<file path="config.mk">
export PLATFORM = sky130hd
export DESIGN_NAME = btn_event
export DESIGN_NICKNAME = d
export VERILOG_FILES = /design/src/rtl/btn_event.sv
export SDC_FILE = /design/constraint.sdc
export NUM_CORES = 1
export LEC_CHECK = 0
export CAP_MARGIN = 15
export CORE_ASPECT_RATIO = 0.6
export CORE_MARGIN = 4
export CORE_UTILIZATION = 40
export CTS_CLUSTER_DIAMETER = 60
export CTS_CLUSTER_SIZE = 16
export DETAILED_ROUTE_END_ITERATION = 6
export PLACE_DENSITY = 0.66
export SETUP_SLACK_MARGIN = 0.3
export SLEW_MARGIN = 0
export SYNTH_ARGS = -nofsm -noshare
export SYNTH_HDL_FRONTEND = slang
export SYNTH_SLANG_ARGS = --single-unit
export TNS_END_PERCENT = 5
</file>
<file path="constraint.sdc">
create_clock -name clk -period 2.98 [get_ports clk]
set_clock_uncertainty 0.2 [all_clocks]
set_input_delay 0.596 -clock clk [delete_from_list [all_inputs] [get_ports clk]]
set_output_delay 0.596 -clock clk [all_outputs]
set_load 0.005 [all_outputs]
</file>
<file path="src/rtl/btn_event.sv">
// Button event classifier: turns the debounced level into press/release pulses, a held level and auto-repeat pulses.
// rel/rpt carry the release and repeat pulses; auto-repeat is compiled in only when BTN_EVENT_REPEAT_EN is defined.
module btn_event #(
    parameter int HOLD_CYCLES   = 50_000_000,
    parameter int REPEAT_CYCLES = 10_000_000,
    parameter int CNT_W         = 26
) (
    input  logic clk,
    input  logic rst_n,
    input  logic state,
    output logic press,
    output logic rel,
    output logic held,
    output logic rpt
);

    typedef enum logic [1:0] {
        WAIT_LOW,
        IDLE,
        PRESSED,
        HELD
    } fsm_t;

    localparam logic [CNT_W-1:0] HOLD_LAST   = CNT_W'(HOLD_CYCLES - 1);
`ifdef BTN_EVENT_REPEAT_EN
    localparam logic [CNT_W-1:0] REPEAT_LAST = CNT_W'(REPEAT_CYCLES - 1);
`endif

    fsm_t             cur, nxt;
    logic [CNT_W-1:0] cnt, cnt_nxt;
    logic             press_nxt, rel_nxt, held_nxt, rpt_nxt;

    always_ff @(posedge clk) begin
        if (!rst_n) begin
            cur   <= WAIT_LOW;
            cnt   <= '0;
            press <= 1'b0;
            rel   <= 1'b0;
            held  <= 1'b0;
            rpt   <= 1'b0;
        end else begin
            cur   <= nxt;
            cnt   <= cnt_nxt;
            press <= press_nxt;
            rel   <= rel_nxt;
            held  <= held_nxt;
            rpt   <= rpt_nxt;
        end
    end

    always_comb begin
        nxt       = cur;
        cnt_nxt   = cnt;
        press_nxt = 1'b0;
        rel_nxt   = 1'b0;
        held_nxt  = held;
        rpt_nxt   = 1'b0;
        case (cur)
            WAIT_LOW: begin
                if (!state) begin
                    nxt = IDLE;
                end
            end
            IDLE: begin
                if (state) begin
                    nxt       = PRESSED;
                    press_nxt = 1'b1;
                    cnt_nxt   = '0;
                end
            end
            PRESSED: begin
                if (!state) begin
                    nxt      = IDLE;
                    rel_nxt  = 1'b1;
                    held_nxt = 1'b0;
                    cnt_nxt  = '0;
                end else if (cnt == HOLD_LAST) begin
                    nxt      = HELD;
                    held_nxt = 1'b1;
                    cnt_nxt  = '0;
`ifdef BTN_EVENT_REPEAT_EN
                    rpt_nxt  = 1'b1;
`endif
                end else begin
                    cnt_nxt = cnt + CNT_W'(1);
                end
            end
            HELD: begin
                // A release on a repeat terminal count suppresses the repeat.
                if (!state) begin
                    nxt      = IDLE;
                    rel_nxt  = 1'b1;
                    held_nxt = 1'b0;
                    cnt_nxt  = '0;
                end else begin
`ifdef BTN_EVENT_REPEAT_EN
                    if (cnt == REPEAT_LAST) begin
                        rpt_nxt = 1'b1;
                        cnt_nxt = '0;
                    end else begin
                        cnt_nxt = cnt + CNT_W'(1);
                    end
`else
                    cnt_nxt = '0;
`endif
                end
            end
            default: begin
                nxt = WAIT_LOW;
            end
        endcase
    end

endmodule

</file>
==> results.txt <==
----------------------------------------------------
[Floorplanning]
  Die outline area ... 5100 um^2
  Die outline width ... 89.5 um
  Area of the core region ... 3740 um^2
  Initial core utilization ... 42.6%
  Number of placement rows ... 17
  Chip height ... 56.9 um
  Top Ports ... 7

[Synthesis]
  Warning count from the yosys run ... 0
  Cell type contributing the most total cell area after synthesis ... dfxtp_1
  Sequential element share of the synthesized area ... 38.9%
  Synthesized netlist net count ... 190
  Main area contributors after synthesis ... dfxtp_1 (39%), xor2_1 (8.8%), nor2_1 (5.6%)
  Netlist cell types ... 42
  Post-synthesis cell count ... 181
  Post-synth design cell area ... 1600 um^2
  Mean post-synth cell area ... 8.81 um^2
  Register bit count reported by yosys ... 31
  Proportion of netlist area held by the largest area contributor ... 38.9%

[Clocking]
  CTS tree ... built
  Clock-pin transition on the worst setup and hold timing paths ... 0.06 ns
  Later-pin clock latency in the skew report ... 0.27 ns
  TritonCTS Buffers ... 5
  Number of hold-repair buffers added at the cts stage ... 0
  H-tree levels ... 2
  Number of setup buffers added after CTS ... 0
  Number of gates resized after CTS ... 0
  Total number of clock tree sinks ... 31
  CTS Root Buffer Type ... clkbuf_8
  Maximum clock insertion buffer count ... 2

[Flow run]
  Maxcap violations ... 0

[Cells and area]
  Post-route cell area ... 1770 um^2
  Count of inserted antenna diode cells ... 0
  Post-Layout Cell Count ... 236
  Highest-count cells in the layout ignoring fill and taps ... dfxtp_1 (31), nor2_1 (24), xor2_1 (16)
  Final core utilization ... 47.4%
  Synth-to-Final Area Change ... 11.2%
  Share of layout cells above drive strength 1 ... 8.99%
  Most common cell after layout, fill and taps aside ... dfxtp_1
  Final #Nets ... 198

[STA]
  Crit share post-route ... 84.8%
  RSZ-0062 raised after global routing ... false
  Worst Max-Slew Pin Slew ... 0.775 ns
  Remaining max-slew budget at the tightest pin ... 47.9%
  Number of max-slew violations in the final report ... 0
  Fmax achieved ... 396 MHz
  Min cycle time layout ... 2.53 ns
  Final hold violation count ... 0
  Final number of setup-violating endpoints ... 0
  Summed negative setup slack over all endpoints ... 0 ns

[Power and ir drop]
  Total internal power ... 709 uW
  Leakage power ... 0.635 nW
  Maximum vdd ir drop ... 0.273 mV
  Comb power frac ... 27.1%
  Sequential group share of total power ... 42.3%
  Psw ... 358 uW
  Total power draw ... 1.07 mW
  Power Dens Cells ... 601 nW/um^2
  Fraction of power spent switching nets ... 33.6%
  Clock network power share ... 30.6%

[Global route]
  Largest net degree at the start of global routing ... 22
  Sum of overflow across all layers after global routing ... 0
  Number of antenna violations at the first check in global routing ... 0
  Combined global-route utilization of all metal layers ... 15.5%
  Number of global-route vias before repair ... 1,234
  Global-route wire length before repair ... 6150 um

[Routing]
  Total wirelength of the detailed-routed design ... 3440 um
  Drc violations ... 0
  Via Count ... 1,287
  Average wire per standard cell ... 14.6 um
  Initial DRT Pass Iterations ... 4
  Post-route ant nets ... 0
  DRT iter0 DRCs ... 72
  Average vias per placed instance ... 5.45

[Setup path]
  Chain of cells forming the critical path ... clkdlybuf4s50_1 -> nor2b_1 -> nor2_2 -> buf_4 -> and4b_1 -> a211oi_1 -> nor2_1
  Data required, critical path ... 2.94 ns
  Number of buffers and inverters on the critical path ... 2
  Cell with the largest stage delay on the worst path ... nor2b_1
  Class of the most critical setup path ... input pin to flop
  Crit path launch type ... input pin
  Endpoint class of the critical path ... flop
  Largest fanout on the critical path ... 8
  CP top delay family ... simple AND/OR/NAND/NOR gates
  Endpoint arrival time on the critical path ... 2.48 ns
  Max stage delay on crit path ... 0.62 ns

[Placed design]
  Placed cell areas ... 1680 um^2
  Cell Count Post-Placement ... 229
  Detail Placement HPWL ... 2610 um
  Global placement routability congestion ... 0.854
  Input/output buffers ... 5

[Worst hold path]
  Type of the worst min-delay path ... flop to flop

[Outcome]
  Run status ... finished clean

----------------------------------------------------
-- final timing paths --
kind,from,to,slack [ns],depth (start not counted)
setup / recovery,state,cnt[2],0.45,7
hold / removal,cnt[1],cnt[1],0.30,2
setup reg to reg,cur[1],cnt[2],0.64,8
hold reg to reg,cnt[1],cnt[1],0.30,2
-- per-layer routing --
| metal | up-vias | routed length, um | track usage [%] | share of wire (%) |
|---|---|---|---|---|
| met2 | 20 | 1380 | 20.7 | 40 |
| met3 | 5 | 155 | 4.84 | 4.5 |
| met1 | 608 | 1880 | 24.1 | 55 |
| met5 | - | 0 | 0 | 0 |
| li1 | 654 | - | - | - |
| met4 | 0 | 25 | 3.18 | 0.73 |
-- power by group through the flow --
stage                     sequential (mW)  combinational [mW]  clock [mW]
after floorplan                     0.456               0.216           0
final                               0.451               0.289       0.327
after CTS                           0.452               0.279       0.337
after global placement              0.459               0.264           0
after global routing                0.455               0.328       0.356
after detailed placement            0.460               0.277           0
-- flip-flops by register name, summed over array words and instances (netlist names) --
signal	flops
held	1
cnt	26
press	1
rel	1
cur	2
-- cells in the mapped netlist --
library cell  number
nor2_1            24
xnor2_1            3
o21a_1             1
buf_2              2
clkbuf_1           1
nor3b_1            3
nor2_2             1
nor3_2             1
and2_2             1
nor3_4             1
dfxtp_1           31
ha_1               6
a21oi_2            2
nor3_1             1
and4_1             4
nand4b_1           1
o22ai_1            2
o21bai_1           1
o21ai_1            1
nor4b_4            1
buf_6              1
nor4bb_1           1
or3_1              3
o21ai_2            1
nand2_1           14
conb_1             1
nand4_4            1
nand3_1           12
nor4_1             3
and2_1             3
o21ai_0            5
a221oi_1           1
buf_4              1
nor2b_1            1
a21oi_1            5
nand4_1            8
and4b_1            1
inv_1              5
xor2_1            16
a311oi_1           2
and3_1             7
a211oi_1           1
-- area by class of cell --
cell class              instances  area, um^2
fillers                       378        1970
clock inverters                 1        5.00
well taps                      47        58.8
inverters                       5        18.8
clock buffers                   6        82.6
flip-flops and latches         31         621
multi-input cells             140         931
repair buffers                  6        57.6
-- worst min-delay path: stages, from the launching register on --
cell,delay [ns]
dfxtp_1,0.32
nand2_1,0.06
o22ai_1,0.07
-- logic make-up after synthesis --
group	share of synthesized area, %
DFF	38.9
xor gates and xnor gates	10.4
AOI/OAI and AO/OA	8.94
adders and majority gates	4.71
buffers and inverters	3.22
and+or+nand+nor	33.6
other	0.235
-- stage by stage --
step	setup slack (ns)	hold slack, ns
final	0.452	0.305
after global routing	0.327	0.316
after CTS	0.418	0.308
after detailed placement	0.127	0.295
after global placement	0.255	0.274
after floorplan	0.971	0.264
Note: power is estimated with default switching activity, not from simulation.
